$ cat src/rtl/arm7tdmi_operand2_seq.sv
// Operand-2 sequencer for an ARM7TDMI-style data-processing datapath.
// Accepts one request, optionally reads Rs for a register-specified shift,
// then forms operand 2 and the shifter carry. An external barrel shifter is
// used only where the architecture needs real shifting; all special cases
// (amount 0, amounts of 32 and above, unrotated immediates) are generated here.
module arm7tdmi_operand2_seq (
  input  logic        clk,
  input  logic        rst,
  input  logic        req_valid,
  output logic        req_ready,
  input  logic        req_imm,
  input  logic        req_reg_shift,
  input  logic [31:0] req_rm_data,
  input  logic [7:0]  req_imm8,
  input  logic [3:0]  req_rot,
  input  logic [1:0]  req_shift_type,
  input  logic [4:0]  req_shift_imm,
  input  logic [3:0]  req_rs_idx,
  input  logic        req_carry_in,
  output logic        rs_rd_en,
  output logic [3:0]  rs_addr,
  input  logic [31:0] rs_data,
  output logic [31:0] sh_data,
  output logic [1:0]  sh_type,
  output logic [4:0]  sh_amount,
  output logic        sh_carry,
  input  logic [31:0] sh_result,
  input  logic        sh_carry_out,
  output logic        op2_valid,
  input  logic        op2_ready,
  output logic [31:0] op2_data,
  output logic        op2_carry,
  output logic        busy
);

  typedef enum logic [1:0] {StIdle, StRsRead, StExec, StHold} state_e;

  localparam logic [1:0] ShLsl = 2'b00;
  localparam logic [1:0] ShLsr = 2'b01;
  localparam logic [1:0] ShAsr = 2'b10;
  localparam logic [1:0] ShRor = 2'b11;

  state_e      r_state;
  state_e      w_state_next;
  state_e      w_accept_next;
  logic        w_accept;

  logic        r_imm;
  logic        r_reg_shift;
  logic [31:0] r_rm;
  logic [7:0]  r_imm8;
  logic [3:0]  r_rot;
  logic [1:0]  r_type;
  logic [4:0]  r_shimm;
  logic [3:0]  r_rs_idx;
  logic        r_cin;
  logic [7:0]  r_amt;
  logic [31:0] r_op2_data;
  logic        r_op2_carry;

  logic        w_use_sh;
  logic        w_carry_from_msb;
  logic [31:0] w_loc_data;
  logic        w_loc_carry;
  logic        w_unused_rs;

  // Only the low byte of Rs is a shift amount.
  assign w_unused_rs = ^rs_data[31:8];

  assign req_ready = (r_state == StIdle) || ((r_state == StHold) && op2_ready);
  assign w_accept  = req_valid && req_ready;
  assign w_accept_next = (req_reg_shift && !req_imm) ? StRsRead : StExec;

  assign rs_rd_en  = (r_state == StRsRead);
  assign rs_addr   = r_rs_idx;
  assign op2_valid = (r_state == StHold);
  assign busy      = (r_state != StIdle);
  assign op2_data  = r_op2_data;
  assign op2_carry = r_op2_carry;

  // State register.
  always_ff @(posedge clk or posedge rst) begin
    if (rst) begin
      r_state <= StIdle;
    end else begin
      r_state <= w_state_next;
    end
  end

  // Next-state logic; a HOLD that drains can accept the next request in the same cycle.
  always_comb begin
    w_state_next = r_state;
    unique case (r_state)
      StIdle:   if (w_accept) w_state_next = w_accept_next;
      StRsRead: w_state_next = StExec;
      StExec:   w_state_next = StHold;
      StHold: begin
        if (op2_ready) w_state_next = req_valid ? w_accept_next : StIdle;
      end
      default:  w_state_next = StIdle;
    endcase
  end

  // Request capture and Rs amount capture.
  always_ff @(posedge clk or posedge rst) begin
    if (rst) begin
      r_imm       <= 1'b0;
      r_reg_shift <= 1'b0;
      r_rm        <= '0;
      r_imm8      <= '0;
      r_rot       <= '0;
      r_type      <= '0;
      r_shimm     <= '0;
      r_rs_idx    <= '0;
      r_cin       <= 1'b0;
      r_amt       <= '0;
    end else begin
      if (w_accept) begin
        r_imm       <= req_imm;
        r_reg_shift <= req_reg_shift;
        r_rm        <= req_rm_data;
        r_imm8      <= req_imm8;
        r_rot       <= req_rot;
        r_type      <= req_shift_type;
        r_shimm     <= req_shift_imm;
        r_rs_idx    <= req_rs_idx;
        r_cin       <= req_carry_in;
      end
      if (r_state == StRsRead) r_amt <= rs_data[7:0];
    end
  end

  // Decode the captured request into either a shifter command or a local result.
  always_comb begin
    sh_data          = r_rm;
    sh_type          = r_type;
    sh_amount        = r_shimm;
    sh_carry         = r_cin;
    w_use_sh         = 1'b0;
    w_carry_from_msb = 1'b0;
    w_loc_data       = r_rm;
    w_loc_carry      = r_cin;
    if (r_imm) begin
      if (r_rot == 4'd0) begin
        w_loc_data  = {24'd0, r_imm8};
        w_loc_carry = r_cin;
      end else begin
        // Rotated immediate: carry is bit 31 of the rotated value.
        sh_data          = {24'd0, r_imm8};
        sh_type          = ShRor;
        sh_amount        = {r_rot, 1'b0};
        w_use_sh         = 1'b1;
        w_carry_from_msb = 1'b1;
      end
    end else if (!r_reg_shift) begin
      if (r_shimm == 5'd0) begin
        unique case (r_type)
          ShLsl: begin
            w_loc_data  = r_rm;
            w_loc_carry = r_cin;
          end
          ShLsr: begin
            w_loc_data  = 32'd0;
            w_loc_carry = r_rm[31];
          end
          ShAsr: begin
            w_loc_data  = {32{r_rm[31]}};
            w_loc_carry = r_rm[31];
          end
          default: begin
            // ROR #0 encodes RRX; the shifter performs it with amount 0.
            sh_type   = ShRor;
            sh_amount = 5'd0;
            w_use_sh  = 1'b1;
          end
        endcase
      end else begin
        w_use_sh = 1'b1;
      end
    end else begin
      sh_amount = r_amt[4:0];
      if (r_amt == 8'd0) begin
        w_loc_data  = r_rm;
        w_loc_carry = r_cin;
      end else if (r_amt < 8'd32) begin
        w_use_sh = 1'b1;
      end else begin
        unique case (r_type)
          ShLsl: begin
            w_loc_data  = 32'd0;
            w_loc_carry = (r_amt == 8'd32) ? r_rm[0] : 1'b0;
          end
          ShLsr: begin
            w_loc_data  = 32'd0;
            w_loc_carry = (r_amt == 8'd32) ? r_rm[31] : 1'b0;
          end
          ShAsr: begin
            w_loc_data  = {32{r_rm[31]}};
            w_loc_carry = r_rm[31];
          end
          default: begin
            if (r_amt[4:0] == 5'd0) begin
              w_loc_data  = r_rm;
              w_loc_carry = r_rm[31];
            end else begin
              w_use_sh = 1'b1;
            end
          end
        endcase
      end
    end
  end

  // Result register, loaded in EXEC and held through HOLD.
  always_ff @(posedge clk or posedge rst) begin
    if (rst) begin
      r_op2_data  <= '0;
      r_op2_carry <= 1'b0;
    end else if (r_state == StExec) begin
      if (w_use_sh) begin
        r_op2_data  <= sh_result;
        r_op2_carry <= w_carry_from_msb ? sh_result[31] : sh_carry_out;
      end else begin
        r_op2_data  <= w_loc_data;
        r_op2_carry <= w_loc_carry;
      end
    end
  end

endmodule
$ cat config.mk
export PLATFORM = sky130hd
export DESIGN_NAME = arm7tdmi_operand2_seq
export DESIGN_NICKNAME = d
export VERILOG_FILES = /design/src/rtl/arm7tdmi_operand2_seq.sv
export SDC_FILE = /design/constraint.sdc
export NUM_CORES = 1
export LEC_CHECK = 0
export ABC_AREA = 0
export CORE_AREA = 2 2 125 127
export CTS_CLUSTER_DIAMETER = 120
export CTS_CLUSTER_SIZE = 25
export DETAILED_ROUTE_END_ITERATION = 8
export DIE_AREA = 0 0 127 129
export PLACE_DENSITY_LB_ADDON = 0.3
export SYNTH_ARGS = -nofsm -noshare
export SYNTH_HDL_FRONTEND = slang
export SYNTH_SLANG_ARGS = --single-unit
$ cat constraint.sdc
create_clock -name clk -period 6.2 [get_ports clk]
set_clock_uncertainty 0.05 [all_clocks]
set_input_delay 1.24 -clock clk [delete_from_list [all_inputs] [get_ports clk]]
set_output_delay 1.24 -clock clk [all_outputs]
set_load 0.05 [all_outputs]
==> flow_summary.ini, run 1 <==
[status]
status = finished clean

[synthesis]
yosysTopAreaCell = dfrtp_1
async_reset_ff_share_pct = 100
yosys.area.top_type_share_pct = 49.1
synth.yosys.seq_area_share_pct = 49.1
syn_nets = 590
synth_edf_count = 0
synth_area_leaders = dfrtp_1 (49%), mux2_2 (16%), mux2i_1 (6.8%)
syn_inst = 459
yosysWarnings = 0
synth_area_per_cell_um2 = 11.2
synth_seq_cells = 101
synth_flop_cell = dfrtp_1
synth.distinct_cells = 47
synth_area_um2 = 5150

[die]
pin_count = 208
fp.dieArea_um2 = 16400
die_y_um = 129
start_util_pct = 34.4
die_x_um = 127
core_area_um2 = 15000
num_rows = 45

[setup_path]
crit_path_end_kind = output pin
crit_arrival_ns = 3.20
critPathMaxFanout = 34
crit_type = reg2out
startpoint_type = flip-flop
required_ns = 4.91

[sta]
fin_crit_sh_pct = 72.4
fmax_mhz = 223
tightest_slew_ns = 1.13
finalSetupTns_ns = 0
final.min_clock_period_ns = 4.49
drv_slew = 0
hold_violations = 0
setup_viol = 0
slew_headroom_pct = 24.6
rsz0062_at_grt = false

[cts]
worstSkewPairLatency_ns = 0.34
root_buffer = clkbuf_16
h-tree-depth = 3
cts_buffer_depth = 2
post_cts_buffers = 0
clk_pin_slew_ns = 0.07
hold_buffers = 0
clock_sinks = 101
cts_resized = 0
cts_buffers = 9
cts_tree = yes

[routing]
first_pass_iters = 4
via_per_inst = 5.15
drt_iter0_drc = 133
vias = 4225
detail_route.drc_violations = 0
wirelength_um = 14800
drtAntennaViolNets = 0
wl_per_cell_um = 18.0

[pwr]
p_per_area_nw_per_um2 = 673
p_switching_mw = 2.47
p_leak_nw = 3.05
p_comb_share_pct = 62.5
p_int_mw = 2.54
power_mw = 5.00
p_seq_share_pct = 25.6
p_clk_share_pct = 11.9
peakVddDrop_mv = 0.327
swShare_pct = 49.3

[layout]
final_common_cell = clkdlybuf4s50_1
final_core_util_pct = 49.6
fillCellCount = 1361
fin_area_um2 = 7430
instances_no_fill = 820
nNetsFinal = 758
final_cell_mix = clkdlybuf4s50_1 (183), dfrtp_1 (101), mux2_2 (73), o21ai_0 (46), mux2i_1 (35)
diodes = 0
synthToLayoutAreaGrowth_pct = 44.5
drive_gt1_share_pct = 16.9

[placement]
dp_hpwl_um = 10300
globalplace.congestion = 0.819
portBuffers = 183
placed_area_um2 = 7130
place_inst = 804

[global_routing]
grt_max_degree = 61
grt_overflow_total = 0
grt_antenna_before_repair = 0
grt_first_pass_wirelength_um = 23200
track_usage_pct = 18.2
grt_pass1_vias = 4473

[flow_run]
cap_violations = 0

[worst_hold_path]
min_path_type = reg2reg
-- cell families (layout without fill, tap and decap cells) --
logic type               after synthesis  in the layout  share of synthesized area, %
AO/OA/AOI/OAI                        108            108                          12.9
multiplexers                         108            108                          22.8
flip-flops                           101            101                          49.1
AND/OR/NAND/NOR                       91             91                          10.3
buffers and inverters                 47            220                          3.99
adder cells (fa/ha/maj)                4              4                         0.973
-- worst paths after layout --
| check | startpoint | to | slack [ns] | cells after the start |
|---|---|---|---|---|
| setup reg to reg | r_type[1] | op2_data[23] | 3.47 | 7 |
| max in group asynchronous | rst | r_rot[1] | 3.66 | 3 |
| hold / removal | op2_carry | op2_carry | 0.45 | 2 |
| setup / recovery | r_rot[2] | sh_data[7] | 1.71 | 4 |
| min in group asynchronous | rst | r_rm[30] | 1.27 | 2 |
| hold reg to reg | op2_carry | op2_carry | 0.45 | 2 |
-- Yosys cell counts, drive strengths merged (2+ instances only) --
master	n
or4	2
nor2	20
a21oi	22
nand3	4
inv	16
nand2	16
nor4	4
nand2b	4
nor3	4
ha	4
dfrtp	101
clkbuf	15
a211oi	4
o21ai	47
and2	27
and3	2
nor2b	2
a22oi	24
o311ai	2
mux2	73
buf	16
mux2i	35
-- critical path, stage by stage (launching register included) --
cell             delay (ns)
dfrtp_1                0.43
or4_4                  0.67
nand2_2                0.62
mux2_2                 0.41
clkdlybuf4s50_1        0.72
-- metrics by stage --
step                      setup WS [ns]  hold slack (ns)
final                              1.71            0.452
after floorplan                    2.26            0.443
after global placement             2.06            0.438
after global routing               1.58            0.479
after detailed placement           2.06            0.444
after CTS                          1.67            0.459
-- power by group through the flow --
stage                     registers, mW  clock network (mW)  logic [mW]
final                              1.28               0.597        3.13
after CTS                          1.28               0.614        3.16
after floorplan                    1.62                   0        1.82
after detailed placement           1.29                   0        3.15
after global routing               1.33               0.644        3.32
after global placement             1.27                   0        3.12
-- cell type report --
class	count	area (µm²)	area share (%)
Multi-Input combinational cell	311	2430	32.7
Sequential cell	101	2530	34.0
Inverter	16	62.6	0.841
Tap cell	188	235	3.16
Timing Repair Buffer	188	1870	25.1
Clock buffer	11	233	3.13
Clock inverter	5	75.1	1.01
-- routing by layer --
metal	vias up	wire length, µm	global-route usage (%)
met5	-	0	0
met4	0	187	4.98
met3	12	671	4.49
met2	110	7330	30.9
met1	2122	6580	23.4
li1	1981	-	-
-- state kept, by name, summed over array words and instances, names as in the netlist --
register,flops
r_state,2
r_imm,1
r_imm8,8
rs_addr,4
r_reg_shift,1
op2_data,32
r_rot,4
r_type,2
r_rm,32
r_shimm,5
sh_carry,1
op2_carry,1
r_amt,8
No activity file was read; power rests on OpenSTA's default activity.
==> run 2: changes to the inputs <==
==> constraint.sdc (replaced) <==
create_clock -name clk -period 3.9 [get_ports clk]
set_clock_uncertainty 0.05 [all_clocks]
set_input_delay 0.78 -clock clk [delete_from_list [all_inputs] [get_ports clk]]
set_output_delay 0.78 -clock clk [all_outputs]
set_load 0.05 [all_outputs]
==> run 2 against run 1 <==
  * Critical endpoint is now sh_data[5]
  * Largest power group unchanged
  * Sequential cell count stayed put
  * Routed wire length up 1.1%
  * Core utilization increased by 0.67 points
  * Register-to-register slack worse by 2.2 ns
  * Via count about the same
  * Sequential power grew 59%
==> flow_summary.ini, run 2 (synthesis results as in run 1) <==
[cts]
cts_buffer_depth = 2
post_cts_buffers = 0
cts_buffers = 9
worstSkewPairLatency_ns = 0.35
root_buffer = clkbuf_16
cts_tree = yes
h-tree-depth = 3
clk_pin_slew_ns = 0.07
clock_sinks = 101

[routing]
vias = 4223
wl_per_cell_um = 18.1
detail_route.drc_violations = 0
wirelength_um = 14900
drtAntennaViolNets = 0
drt_iter0_drc = 227
via_per_inst = 5.12
first_pass_iters = 4

[sta]
tightest_slew_ns = 0.925
slew_headroom_pct = 37.8
rsz0062_at_grt = false
final.min_clock_period_ns = 3.77
hold_violations = 0
setup_viol = 0
fin_crit_sh_pct = 96.7
hold_ws_ns = 0.455
fmax_mhz = 265
drv_slew = 0
finalSetupTns_ns = 0

[layout]
final_cell_mix = clkdlybuf4s50_1 (180), dfrtp_1 (101), mux2_2 (73), o21ai_0 (46), mux2i_1 (35)
fillCellCount = 1355
drive_gt1_share_pct = 17.9
synthToLayoutAreaGrowth_pct = 46.4
fin_area_um2 = 7530
nNetsFinal = 763
diodes = 0
final_common_cell = clkdlybuf4s50_1

[setup_path]
max_stage_delay_ns = 0.70
crit_arrival_ns = 2.94
crit_type = reg2out
critPathMaxFanout = 30
cp_cell_sequence = or4_4, nand2_2, buf_12, mux2_2, clkdlybuf4s50_1
cp_top_family = buffers and inverters
required_ns = 3.07
crit_buf_inv = 2
crit_path_end_kind = output pin
critPathSlowestCell = clkdlybuf4s50_1
startpoint_type = flip-flop

[die]
fp.dieArea_um2 = 16400
pin_count = 208
core_area_um2 = 15000
die_x_um = 127
num_rows = 45
start_util_pct = 34.4
die_y_um = 129

[worst_hold_path]
min_path_type = reg2reg

[global_routing]
grt_max_degree = 61
grt_first_pass_wirelength_um = 23500
grt_pass1_vias = 4511
grt_antenna_before_repair = 0
track_usage_pct = 18.4
grt_overflow_total = 0

[placement]
dp_hpwl_um = 10600
placed_area_um2 = 7200
globalplace.congestion = 0.834
portBuffers = 183

[pwr]
peakVddDrop_mv = 0.499
p_leak_nw = 3.12
p_per_area_nw_per_um2 = 1070
power_mw = 8.06

[flow_run]
cap_violations = 0

[status]
status = finished clean
==> run 2: worst paths after layout <==
check / start / slack, ns / end / cells past startpoint
worst max-delay path: r_rot[3] / 0.13 / sh_data[5] / 5
worst min-delay path: op2_carry / 0.46 / op2_carry / 2
worst max register to register: r_type[1] / 1.31 / op2_data[5] / 7
worst min register to register: op2_carry / 0.46 / op2_carry / 2
max in group asynchronous: rst / 2.11 / r_imm8[5] / 3
min in group asynchronous: rst / 0.87 / r_state[0] / 2
==> run 2: cell type report <==
class	instances	area [µm²]	area share [%]
multi-input combinational	311	2430	32.3
tap	188	235	3.12
inverter	16	62.6	0.830
clock inverter	6	86.3	1.15
clock buffer	10	239	3.17
timing repair buffer	193	1950	25.9
sequential	101	2530	33.5
==> run 2: where the power goes <==
part           leakage (nW)  switching, mW  internal [mW]
Clock                 0.158          0.403          0.579
Combinational          1.76           3.10           1.94
Sequential             1.20          0.452           1.58
==> run 2: metal layers <==
metal,vias up,wire [µm],global-route usage [%]
li1,1993,-,-
met1,2102,6500,22.6
met5,-,0,0
met4,0,201,5.69
met3,11,707,4.20
met2,117,7530,32.2
==> run 2: through the flow <==
step,setup slack (ns),util [%],instances
floorplan,0.423,-,459
global placement,0.465,48.1,809
detailed placement,0.467,48.1,809
CTS,0.0675,50.3,825
global route,0.00397,50.3,825
finish,0.129,50.3,825
==> run 2: timing repair <==
item                                    CTS  global route
resized for setup                         0             3
hold buffers                              0             0
hold endpoints to repair                  0             0
endpoints found under the setup margin    0             3
==> run 2: worst register-to-register path: stages, from the launching register on <==
cell     delay (ns)
dfrtp_1        0.40
inv_1          0.09
ha_1           0.30
or3b_2         0.48
o22ai_4        0.50
and2_1         0.40
o21ai_0        0.14
a21oi_1        0.15
==> run 3: changes to the inputs <==
--- a/config.mk
+++ b/config.mk
@@ -6,11 +6,14 @@
 export NUM_CORES = 1
 export LEC_CHECK = 0
 export ABC_AREA = 0
+export CELL_PAD_IN_SITES_DETAIL_PLACEMENT = 0
+export CELL_PAD_IN_SITES_GLOBAL_PLACEMENT = 1
 export CORE_AREA = 2 2 125 127
 export CTS_CLUSTER_DIAMETER = 120
 export CTS_CLUSTER_SIZE = 25
 export DETAILED_ROUTE_END_ITERATION = 8
 export DIE_AREA = 0 0 127 129
+export DONT_BUFFER_PORTS = 1
 export PLACE_DENSITY_LB_ADDON = 0.3
 export SYNTH_ARGS = -nofsm -noshare
 export SYNTH_HDL_FRONTEND = slang
==> run 3 against run 2 <==
  * Maximum frequency is 7.0% higher
  * Via count is 15% lower
  * Register-to-register slack worse by 0.19 ns
  * Routed wire length is 5.7% lower
  * First-iteration DRC count is 21% lower
  * Sequential share of layout area is 11 points higher
  * Worst hold slack worse by 0.20 ns
  * Global-route usage is 1.4 points lower
  * Critical path depth is 2 lower
  * Die area stayed put
  * Cell count is 22% lower
  * Final area is 25% lower
==> flow_summary.ini, run 3 (synthesis results as in run 1) <==
[layout]
multiInputGateArea_um2 = 2430
final_cell_mix = dfrtp_1 (101), mux2_2 (73), o21ai_0 (46), mux2i_1 (35), and2_1 (27)
fillCellCount = 1482
nNetsFinal = 583
final_common_cell = dfrtp_1
drive_gt1_share_pct = 25.6
synthToLayoutAreaGrowth_pct = 10.5
register_area_um2 = 2530

[sta]
slew_headroom_pct = 22.8
hold_violations = 0
rsz0062_at_grt = false
fmax_mhz = 284
tightest_slew_ns = 1.16
drv_slew = 0
finalSetupTns_ns = 0
setup_viol = 0
fin_crit_sh_pct = 90.4
final.min_clock_period_ns = 3.52

[cts]
clk_pin_slew_ns = 0.07
h-tree-depth = 3
cts_buffers = 9
cts_tree = yes
post_cts_buffers = 0
clock_sinks = 101
root_buffer = clkbuf_16
cts_buffer_depth = 2
worstSkewPairLatency_ns = 0.35
cts_resized = 0
hold_buffers = 0

[setup_path]
cp_top_family = simple AND/OR/NAND/NOR gates
required_ns = 3.07
crit_type = reg2out
crit_path_end_kind = output pin
max_stage_delay_ns = 0.68
crit_buf_inv = 0
critPathMaxFanout = 34
startpoint_type = flip-flop
ff2ff_setup_slack_ns = 1.12
cp_cell_sequence = or4_4, nand2_2, nand3_1
crit_arrival_ns = 2.69
critPathSlowestCell = or4_4

[routing]
vias = 3572
first_pass_iters = 4
drt_iter0_drc = 180
drtAntennaViolNets = 0
via_per_inst = 5.53
wl_per_cell_um = 21.8
wirelength_um = 14100
detail_route.drc_violations = 0

[worst_hold_path]
min_path_type = in2async

[die]
core_area_um2 = 15000
die_y_um = 129
start_util_pct = 34.4
pin_count = 208
num_rows = 45
fp.dieArea_um2 = 16400
die_x_um = 127

[global_routing]
track_usage_pct = 17.0
grt_overflow_total = 0
grt_max_degree = 37
grt_antenna_before_repair = 2
grt_pass1_vias = 3637
grt_first_pass_wirelength_um = 21300

[status]
status = finished clean

[flow_run]
cap_violations = 0

[placement]
globalplace.congestion = 0.781
dp_hpwl_um = 9930
portBuffers = 0
run 3: stage by stage:
stage	instances	setup slack (ns)	area, µm²	utilization [%]	hold WS [ns]
global route	645	0.222	5680	37.9	0.284
finish	646	0.376	5690	38.0	0.257
floorplan	459	0.423	5150	-	0.443
CTS	645	0.304	5680	37.9	0.268
detailed placement	629	0.694	5370	35.9	0.462
global placement	629	0.680	5370	35.9	0.456
run 3: worst paths after layout:
kind,from,to,depth (start not counted)
min in group clk,r_rm[21],r_rm[21],1
hold / removal,rst,r_state[1],1
setup reg to reg,r_state[1],r_rm[28],5
max in group asynchronous,rst,r_rm[8],2
hold reg to reg,r_rm[21],r_rm[21],1
setup / recovery,r_rot[3],sh_type[1],3
run 3: per-layer routing:
layer	up-vias	wire, µm	track usage (%)
li1	1631	-	-
met1	1805	6090	22.0
met2	124	6950	27.8
met3	10	913	5.03
met4	2	135	4.98
met5	-	13	0
run 3: final cells by class:
| cell class | count | area share (%) |
|---|---|---|
| Antenna cell | 1 | 0.0440 |
| Clock buffer | 13 | 4.75 |
| Clock inverter | 3 | 0.748 |
| Inverter | 16 | 1.10 |
| Multi-Input combinational cell | 311 | 42.8 |
| Sequential cell | 101 | 44.5 |
| Tap cell | 188 | 4.14 |
| Timing Repair Buffer | 13 | 1.94 |
Power of run 3 is left out: the tool's default activity adds up to more than one toggle a clock period on the data nets, which glitch-free logic cannot reach.
